==> src/rtl/btn_pkg.sv <==
`default_nettype none
// +--------------------------------------------------------------------------+
// | btn_pkg : shared channel-state encoding and default timing constants     |
// | Revision: 1.0                                                            |
// +--------------------------------------------------------------------------+
package btn_pkg;

    typedef logic [2:0] chan_state_t;

    localparam chan_state_t ST_IDLE      = 3'd0;
    localparam chan_state_t ST_DEB_PRESS = 3'd1;
    localparam chan_state_t ST_HELD      = 3'd2;
    localparam chan_state_t ST_LONG      = 3'd3;
    localparam chan_state_t ST_DEB_REL   = 3'd4;

    // Defaults assume a 100 MHz clock.
    localparam int DEB_10MS     = 1_000_000;
    localparam int LONG_1S      = 100_000_000;
    localparam int REPEAT_200MS = 20_000_000;

endpackage
`default_nettype wire

==> src/rtl/btn_channel.sv <==
`default_nettype none
// +--------------------------------------------------------------------------+
// | btn_channel : synchroniser, debounce FSM and hold/repeat timing, 1 button |
// | Revision: 1.0                                                            |
// +--------------------------------------------------------------------------+
module btn_channel
    import btn_pkg::*;
#(
    parameter int DEB_CYCLES    = DEB_10MS,
    parameter int LONG_CYCLES   = LONG_1S,
    parameter int REPEAT_CYCLES = REPEAT_200MS
) (
    input  logic clk,
    input  logic rst,
    input  logic i_raw,
    output logic o_level,
    output logic o_press,
    output logic o_release,
    output logic o_long,
    output logic o_repeat
);

    localparam int DEB_W  = $clog2(DEB_CYCLES + 1);
    localparam int HOLD_W = $clog2(LONG_CYCLES + 1);
    localparam int REP_W  = $clog2(REPEAT_CYCLES + 1);

    localparam logic [DEB_W-1:0]  c_DEB_MAX   = DEB_W'(DEB_CYCLES);
    localparam logic [HOLD_W-1:0] c_HOLD_MAX  = HOLD_W'(LONG_CYCLES);
    localparam logic [HOLD_W-1:0] c_HOLD_LAST = HOLD_W'(LONG_CYCLES - 1);
    localparam logic [REP_W-1:0]  c_REP_LAST  = REP_W'(REPEAT_CYCLES - 1);

    logic              r_sync1, r_sync2;
    chan_state_t       r_state, w_state;
    logic [DEB_W-1:0]  r_deb_cnt, w_deb_cnt;
    logic [HOLD_W-1:0] r_hold_cnt, w_hold_cnt;
    logic [REP_W-1:0]  r_rep_cnt, w_rep_cnt;
    logic              r_level, w_level;
    logic              r_press, w_press;
    logic              r_release, w_release;
    logic              r_long, w_long;
    logic              r_repeat, w_repeat;

    always_ff @(posedge clk) begin
        if (rst) begin
            r_sync1    <= 1'b0;
            r_sync2    <= 1'b0;
            r_state    <= ST_IDLE;
            r_deb_cnt  <= '0;
            r_hold_cnt <= '0;
            r_rep_cnt  <= '0;
            r_level    <= 1'b0;
            r_press    <= 1'b0;
            r_release  <= 1'b0;
            r_long     <= 1'b0;
            r_repeat   <= 1'b0;
        end else begin
            r_sync1    <= i_raw;
            r_sync2    <= r_sync1;
            r_state    <= w_state;
            r_deb_cnt  <= w_deb_cnt;
            r_hold_cnt <= w_hold_cnt;
            r_rep_cnt  <= w_rep_cnt;
            r_level    <= w_level;
            r_press    <= w_press;
            r_release  <= w_release;
            r_long     <= w_long;
            r_repeat   <= w_repeat;
        end
    end

    always_comb begin
        w_state    = r_state;
        w_deb_cnt  = r_deb_cnt;
        w_hold_cnt = r_hold_cnt;
        w_rep_cnt  = r_rep_cnt;
        w_level    = r_level;
        w_press    = 1'b0;
        w_release  = 1'b0;
        w_long     = 1'b0;
        w_repeat   = 1'b0;

        case (r_state)
            ST_IDLE: begin
                w_level = 1'b0;
                if (r_sync2) begin
                    w_state   = ST_DEB_PRESS;
                    w_deb_cnt = DEB_W'(1);
                end
            end
            ST_DEB_PRESS: begin
                if (!r_sync2) begin
                    w_state   = ST_IDLE;
                    w_deb_cnt = '0;
                end else if (r_deb_cnt == c_DEB_MAX) begin
                    w_state    = ST_HELD;
                    w_level    = 1'b1;
                    w_press    = 1'b1;
                    w_deb_cnt  = '0;
                    w_hold_cnt = '0;
                    w_rep_cnt  = '0;
                end else begin
                    w_deb_cnt = r_deb_cnt + DEB_W'(1);
                end
            end
            ST_HELD: begin
                if (!r_sync2) begin
                    w_state   = ST_DEB_REL;
                    w_deb_cnt = DEB_W'(1);
                end else if (r_hold_cnt == c_HOLD_LAST) begin
                    w_state    = ST_LONG;
                    w_hold_cnt = c_HOLD_MAX;
                    w_rep_cnt  = '0;
                    w_long     = 1'b1;
                    w_repeat   = 1'b1;
                end else begin
                    w_hold_cnt = r_hold_cnt + HOLD_W'(1);
                end
            end
            ST_LONG: begin
                if (!r_sync2) begin
                    w_state   = ST_DEB_REL;
                    w_deb_cnt = DEB_W'(1);
                end else if (r_rep_cnt == c_REP_LAST) begin
                    w_rep_cnt = '0;
                    w_repeat  = 1'b1;
                end else begin
                    w_rep_cnt = r_rep_cnt + REP_W'(1);
                end
            end
            ST_DEB_REL: begin
                // A saturated hold counter identifies which held state to resume.
                if (r_sync2) begin
                    w_state   = (r_hold_cnt == c_HOLD_MAX) ? ST_LONG : ST_HELD;
                    w_deb_cnt = '0;
                end else if (r_deb_cnt == c_DEB_MAX) begin
                    w_state    = ST_IDLE;
                    w_level    = 1'b0;
                    w_release  = 1'b1;
                    w_deb_cnt  = '0;
                    w_hold_cnt = '0;
                    w_rep_cnt  = '0;
                end else begin
                    w_deb_cnt = r_deb_cnt + DEB_W'(1);
                end
            end
            default: begin
                w_state    = ST_IDLE;
                w_level    = 1'b0;
                w_deb_cnt  = '0;
                w_hold_cnt = '0;
                w_rep_cnt  = '0;
            end
        endcase
    end

    assign o_level   = r_level;
    assign o_press   = r_press;
    assign o_release = r_release;
    assign o_long    = r_long;
    assign o_repeat  = r_repeat;

endmodule
`default_nettype wire

==> src/rtl/button_conditioner.sv <==
`default_nettype none
// +--------------------------------------------------------------------------+
// | button_conditioner : N independent debounced buttons with event pulses   |
// | Revision: 1.0                                                            |
// +--------------------------------------------------------------------------+
module button_conditioner
    import btn_pkg::*;
#(
    parameter int N_BTN         = 3,
    parameter int DEB_CYCLES    = DEB_10MS,
    parameter int LONG_CYCLES   = LONG_1S,
    parameter int REPEAT_CYCLES = REPEAT_200MS
) (
    input  logic             clk,
    input  logic             rst,
    input  logic [N_BTN-1:0] btn_raw,
    output logic [N_BTN-1:0] btn_level,
    output logic [N_BTN-1:0] btn_press,
    output logic [N_BTN-1:0] btn_release,
    output logic [N_BTN-1:0] btn_long,
    output logic [N_BTN-1:0] btn_repeat
);

    for (genvar g = 0; g < N_BTN; g++) begin : g_chan
        btn_channel #(
            .DEB_CYCLES    (DEB_CYCLES),
            .LONG_CYCLES   (LONG_CYCLES),
            .REPEAT_CYCLES (REPEAT_CYCLES)
        ) u_chan (
            .clk       (clk),
            .rst       (rst),
            .i_raw     (btn_raw[g]),
            .o_level   (btn_level[g]),
            .o_press   (btn_press[g]),
            .o_release (btn_release[g]),
            .o_long    (btn_long[g]),
            .o_repeat  (btn_repeat[g])
        );
    end

endmodule
`default_nettype wire

==> config.mk <==
export PLATFORM = sky130hd
export DESIGN_NAME = button_conditioner
export DESIGN_NICKNAME = d
export VERILOG_FILES = /design/src/rtl/btn_pkg.sv /design/src/rtl/btn_channel.sv /design/src/rtl/button_conditioner.sv
export SDC_FILE = /design/constraint.sdc
export NUM_CORES = 1
export LEC_CHECK = 0
export BUFFER_PORTS_ARGS = -buffer_cell sky130_fd_sc_hd__buf_4
export CAP_MARGIN = 10
export CORE_MARGIN = 8
export CORE_UTILIZATION = 45
export DETAILED_ROUTE_END_ITERATION = 8
export HOLD_SLACK_MARGIN = 0.1
export REMOVE_ABC_BUFFERS = 1
export SETUP_SLACK_MARGIN = 0.3
export SLEW_MARGIN = 5
export SYNTH_ARGS = -nofsm -noshare
export SYNTH_HDL_FRONTEND = slang
export SYNTH_SLANG_ARGS = --single-unit
==> constraint.sdc <==
create_clock -name clk -period 3.9 [get_ports clk]
set_clock_uncertainty 0.05 [all_clocks]
set_input_delay 0.585 -clock clk [delete_from_list [all_inputs] [get_ports clk]]
set_output_delay 0.585 -clock clk [all_outputs]
set_load 0.05 [all_outputs]
# Word-level counts from Yosys, hierarchy flattened
# Cells that the tools add are included.
# word_totals
romBits	0
in_bits	5
ram_bits	0
n_memories	0
output_inout_bits	15
latch_bits	0
register_bits	246
elab_cells	282
# op_classes
shift	0
bitwise	21
n_reduce_logical	33
n_eq_ne	63
mux	123
order_cmp	0
addsub	9
div	0
mul	0
# op_table
operator	n
2-to-1 mux 25 bit	21
2-to-1 mux 27 bit	15
one-hot mux 25 bit (5 select lines)	3
one-hot mux 27 bit (4 select lines)	3
2-to-1 mux 20 bit	15
one-hot mux 20 bit (4 select lines)	3
== test 27 bit (second input constant)	6
adder 27 x 1 -> 27 bit (second input constant)	3
adder 25 x 1 -> 25 bit (second input constant)	3
== test 25 bit (second input constant)	3
2-to-1 mux 3 bit	24
adder 20 x 1 -> 20 bit (second input constant)	3
== test 20 bit (second input constant)	3
one-hot mux 3 bit (5 select lines)	3
inequality test 2 x 1 -> 1 bit (second input constant)	21
2-to-1 mux 1 bit	30
AND reduction 5 bit	6
inverter 1 bit	21
== test 3 x 2 -> 1 bit (second input constant)	6
inequality test 2 bit (second input constant)	9
inequality test 3 bit (second input constant)	6
AND reduction 6 bit	3
OR reduction 2 bit	9
OR reduction 3 bit	6
other kinds (8)	24

# Depth between registers and ports, before layout
# depth
depth_word	4
ltp_mapped	11
ltp_nobuf	8

# Cells and area by module
# From an unflattened synthesis, not the netlist that was laid out.
# hier_totals
cells_unflattened	1715
hier_area_um2	13339.0
# by_module_without_submodules
mod	n_inst	cells_each	seq_area_each_um2	area_per_inst_um2
btn_channel (g_chan[2].u_chan)	1	577	1641.6	4516.8
btn_channel (g_chan[1].u_chan)	1	581	1641.6	4498.1
btn_channel (g_chan[0].u_chan)	1	557	1641.6	4324.1

# Least setup slack after synthesis
# OpenSTA, ideal clock, no wires.
# synth_path
path_type	register to register
start	reg g_chan[1].u_chan.r_deb_cnt[3]
end	reg g_chan[1].u_chan.r_deb_cnt[10]
stages_incl_launch_ff	11
slack_ns	1.235
setup_ns	0.117
synth_period_minus_slack_ns	2.665
required_time_ns	3.733
path_buffers	4
arrival_time_ns	2.498
cell_sequence	dfxtp_1 or4b_1 or3_1 buf_6 or2_1 buf_2 and3_1 clkbuf_1 o21ai_2 buf_2 nor2_1
# synth_via
elab_chain_cells	4
word_cells_on_any_way	6
classes_between	add/sub: 1; eq/ne: 1; mux: 4
# synth_lines
item	line	source
start: declaration	btn_channel.sv:34	logic [DEB_W-1:0] r_deb_cnt, w_deb_cnt;
start signal: assignment	btn_channel.sv:60	r_deb_cnt <= w_deb_cnt;
adder 20 x 1 -> 20 bit / == test 20 bit (equally long branches)	-	
2-to-1 mux 20 bit *	btn_channel.sv:94, btn_channel.sv:135	
2-to-1 mux 20 bit (on tied branches)	btn_channel.sv:132, btn_channel.sv:91	
one-hot mux 20 bit (4 select lines) *	btn_channel.sv:82	case (r_state)
# Every way passes the cells marked *; elsewhere a longest branch is shown, timed or not.
# A chain may end at the register's enable or synchronous reset.

# Final worst setup path
# layout_path
start	reg g_chan[1].u_chan.r_deb_cnt[3]
end	reg g_chan[1].u_chan.r_hold_cnt[7]
# layout_via
elab_chain_cells	4
word_cells_on_any_way	5
classes_between	eq/ne: 1; mux: 4
# layout_lines
item	line	source
== test 20 bit *	btn_channel.sv:94, btn_channel.sv:135	
2-to-1 mux 27 bit *	-	
2-to-1 mux 27 bit (on tied branches)	-	
one-hot mux 27 bit (4 select lines) *	-	
end signal: assignment	btn_channel.sv:61	r_hold_cnt <= w_hold_cnt;
end: declaration	btn_channel.sv:35	logic [HOLD_W-1:0] r_hold_cnt, w_hold_cnt;
# Every way passes the cells marked *; elsewhere a longest branch is shown, timed or not. The select of a mux whose other input is x is not followed.

==> out/results.tsv <==
stage	metric	value	unit
timing	rsz_0062_raised_after_global_routing	false	
clocking	ctsRootBufferMaster	clkbuf_16	
placed_design	globalplace.congestion	0.828	
worst_setup_path	cp_data_arrival_time	3600	ps
clocking	holdBufCountCts	0	
synth	yosys.area.top_type_share	36.8	%
global_routing	pin_count_of_the_biggest_net_entering_global_routing	67	
synth	synth_edf_count	0	
synth	syn_area_per_cell	7.78	um^2
floorplan	design.die.area	35500	um^2
synth	synthDominantAreaCellType	dfxtp_1	
flow_run	timing.max_cap.violations	0	
clocking	clock_sink_count	246	
drt	antenna_violating_nets_post_route	0	
synth	fraction_of_the_mapped_netlist_area_in_simple_logic_gates	32.5	%
worst_setup_path	regToRegStartpoint	g_chan[1].u_chan.r_deb_cnt[3]$_SDFFE_PP0P_	
cells_and_area	drive_above_1_share	7.19	%
clocking	insertion_delay	550	ps
cells_and_area	final.fill_count	2885	
drt	postRouteWirelength	32.9	mm
drt	routed_wire_length_per_instance	15.7	um
clocking	cts_resized	0	
power	total_power	5.61	mW
hold_path	worstHoldStart	btn_raw[2]	
global_routing	first_global_vias	11600	
global_routing	grt_antenna_before_repair	0	
placed_design	io_buffers	19	
drt	dr_total_vias	12600	
worst_setup_path	crit_path_start	g_chan[1].u_chan.r_deb_cnt[3]$_SDFFE_PP0P_	
floorplan	floorplan.core_area	29500	um^2
synth	syn_area	13400	um^2
run_status	status	completed	
global_routing	grt-ovfl-total	0	
clocking	clock_tree_from_tritoncts	done	
floorplan	dieHeight	188	um
floorplan	ios	20	
power	p_per_area	378	nW/um^2
synth	ys_ff_latch	246	
synth	ys_top_cells_by_area	dfxtp_1, nor2_1, a21oi_1	
synth	synth-warning-count	0	
global_routing	grt_usage	18.0	%
drt	vias_per_cell	6.01	
clocking	postCtsSetupBuffers	0	
worst_setup_path	critPathLaunchType	flop	
synth	async_reset_ff_share	0	%
timing	final_hold_violations	0	
cells_and_area	n_antenna_cell	0	
drt	drc_errors	0	
synth	muxShareOfSynthArea	0.225	%
synth	yosysSeqAreaShare	36.8	%
timing	setup-tns-final	0	ps
clocking	h-tree-depth	1	
clocking	numCtsBuffers	30	
power	power_leakage	4.49	nW
floorplan	initial_utilization	45.4	%
power	switching_power_share_of_the_total	21.4	%
synth	synth_compound_area_share	20.1	%
cells_and_area	area_growth	10.8	%
synth	netlist-cell-type-count	75	
power	power.share.sequential	45.1	%
timing	timing.final.setup_violations	0	
power	power.ir.vdd_worst	0.000369	V
synth	ys.flop_type	dfxtp_1	
timing	worst_slew_pin_slew	1150	ps
worst_setup_path	setup.worst_path.class	flop to flop	
synth	synth_top_family_by_area	simple AND/OR/NAND/NOR gates	
cells_and_area	layout.nets	1707	
worst_setup_path	cp_cell_sequence	or4b_1, or3_1, o31ai_4, nand4b_4, or4_1, a21oi_1	
power	internal-power	4.41	mW
timing	report.final.slew_viol_count	0	
global_routing	grt_pass1_wl	56.7	mm
timing	final.hold.worst_slack	195	ps
clocking	cts_max_path_buffers	3	
floorplan	die_w	188	um
synth	yosys.area_share.xor_xnor	3.54	%
timing	final_period_minus_worst_setup_slack	3170	ps
worst_setup_path	max_stage_delay	660	ps
floorplan	row_count	63	
worst_setup_path	critical_path.endpoint_type	flop	
worst_setup_path	cp.required	4330	ps
placed_design	hpwlAfterDp	21.6	mm
power	power.share.combinational	1.7	%
synth	synthAdderAreaFrac	1.40	%
worst_setup_path	cp_max_fo	42	
synth	syn_inst	1719	
clocking	clkTransAtPathRegs	60	ps
hold_path	worst_min_delay_path_category	input pin to flop	
power	p_sw	1.20	mW
power	clock_power_share	53.2	%
worst_setup_path	timing.critical_path.slowest_stage_cell	or4_1	
timing	fmax	0.315	GHz
timing	post-route-period-util	81.3	%
drt	drtIter0Drc	946	
timing	maxSlewHeadroom	23.3	%
drt	drtPass1Iterations	5	
critical path: cells and delay by family, from the launching register on:
| kind | cells | cell delay (ps) |
|---|---|---|
| and+or+nand+nor | 4 | 2200 |
| AOI/OAI and AO/OA | 2 | 480 |
| DFF | 1 | 340 |
registers in the layout (all words and copies together), names as in the netlist:
| signal | count |
|---|---|
| g_chan.u_chan.o_release | 3 |
| g_chan.u_chan.o_level | 3 |
| g_chan.u_chan.r_rep_cnt | 75 |
| g_chan.u_chan.r_state | 9 |
| g_chan.u_chan.r_hold_cnt | 81 |
| g_chan.u_chan.r_deb_cnt | 60 |
| g_chan.u_chan.r_sync2 | 3 |
| g_chan.u_chan.r_sync1 | 3 |
| g_chan.u_chan.o_repeat | 3 |
| g_chan.u_chan.o_press | 3 |
| g_chan.u_chan.o_long | 3 |
power groups by stage:
stage	Sequential [mW]	Combinational (mW)	Clock, mW
after global routing	2.53	0.107	3.17
final	2.53	0.0966	2.98
after floorplan	2.58	0.0410	0
after detailed placement	2.58	0.0978	0
after global placement	2.58	0.0977	0
after CTS	2.53	0.0979	3.07
cell usage in the layout, fill, tap and decap left out, drive strengths merged, types with 34 or more instances in the layout:
master | synthesis | layout
dfxtp | 246 | 246
nor2 | 180 | 180
nand2 | 141 | 141
a21oi | 124 | 124
nand3 | 97 | 97
o21ai | 93 | 93
nand4 | 70 | 70
nor3 | 61 | 61
inv | 57 | 57
buf | 26 | 46
a31oi | 43 | 43
nor4 | 41 | 41
clkbuf | 84 | 38
or3 | 37 | 37
xor2 | 37 | 37
or4 | 34 | 34
o31ai | 34 | 34
path summary, 6_finish.rpt:
check                                                              endpoint  slack, ps  cells after the start
worst max-delay path            g_chan[1].u_chan.r_hold_cnt[7]$_SDFFE_PP0P_        730                      6
worst min-delay path                    g_chan[2].u_chan.r_sync1$_SDFF_PP0_        190                      2
worst max register to register  g_chan[1].u_chan.r_hold_cnt[7]$_SDFFE_PP0P_        730                      6
worst min register to register          g_chan[0].u_chan.r_sync2$_SDFF_PP0_        390                      1
per-layer routing:
metal / part of all wire [%] / track usage [%] / vias up
met5: 0 / 0 / -
met4: 2.0 / 4.36 / 0
met3: 3.8 / 2.26 / 47
met2: 44 / 28.5 / 242
met1: 50 / 25.6 / 5970
li1: - / - / 6366
stage by stage:
stage	setup slack [ps]	area (um^2)	std cells	utilization [%]
2_1_floorplan	223	12900	1609	-
3_3_place_gp	839	13700	2045	46.6
3_5_place_dp	750	13700	2045	46.6
4_1_cts	737	14800	2100	50.3
5_1_grt	554	14800	2100	50.3
6_report	728	14800	2100	50.3
cell families (layout without fill, tap and decap cells):
logic type / after synthesis / count (layout)
and+or+nand+nor: 815 / 815
AOI/OAI and AO/OA: 418 / 418
xor gates and xnor gates: 54 / 54
buffers and inverters: 168 / 159
muxes: 3 / 3
DFF: 246 / 246
adders and majority gates: 15 / 15
final cells by class:
cell class	count	area [um^2]	share of cell area [%]
multi-input cells	1305	7770	52.4
clock inverters	17	221	1.49
well taps	390	488	3.29
inverters	58	218	1.47
repair buffers	46	345	2.33
clock buffers	38	852	5.75
flip-flops and latches	246	4920	33.2
synth_stat cells (14+ instances only):
master / n
dfxtp_1: 246
nor2_1: 180
nand2_1: 141
a21oi_1: 124
nand3_1: 97
o21ai_0: 90
clkbuf_1: 84
nand4_1: 70
nor3_1: 61
inv_1: 57
a31oi_1: 42
nor4_1: 40
or3_1: 37
xor2_1: 37
or4_1: 34
and3_1: 33
o31ai_1: 32
a311oi_1: 23
a211oi_1: 22
nor2b_1: 17
nor4b_1: 17
xnor2_1: 17
buf_4: 16
and2_1: 15
ha_1: 15
and4_1: 14
Note: power is estimated with default switching activity, not from simulation.
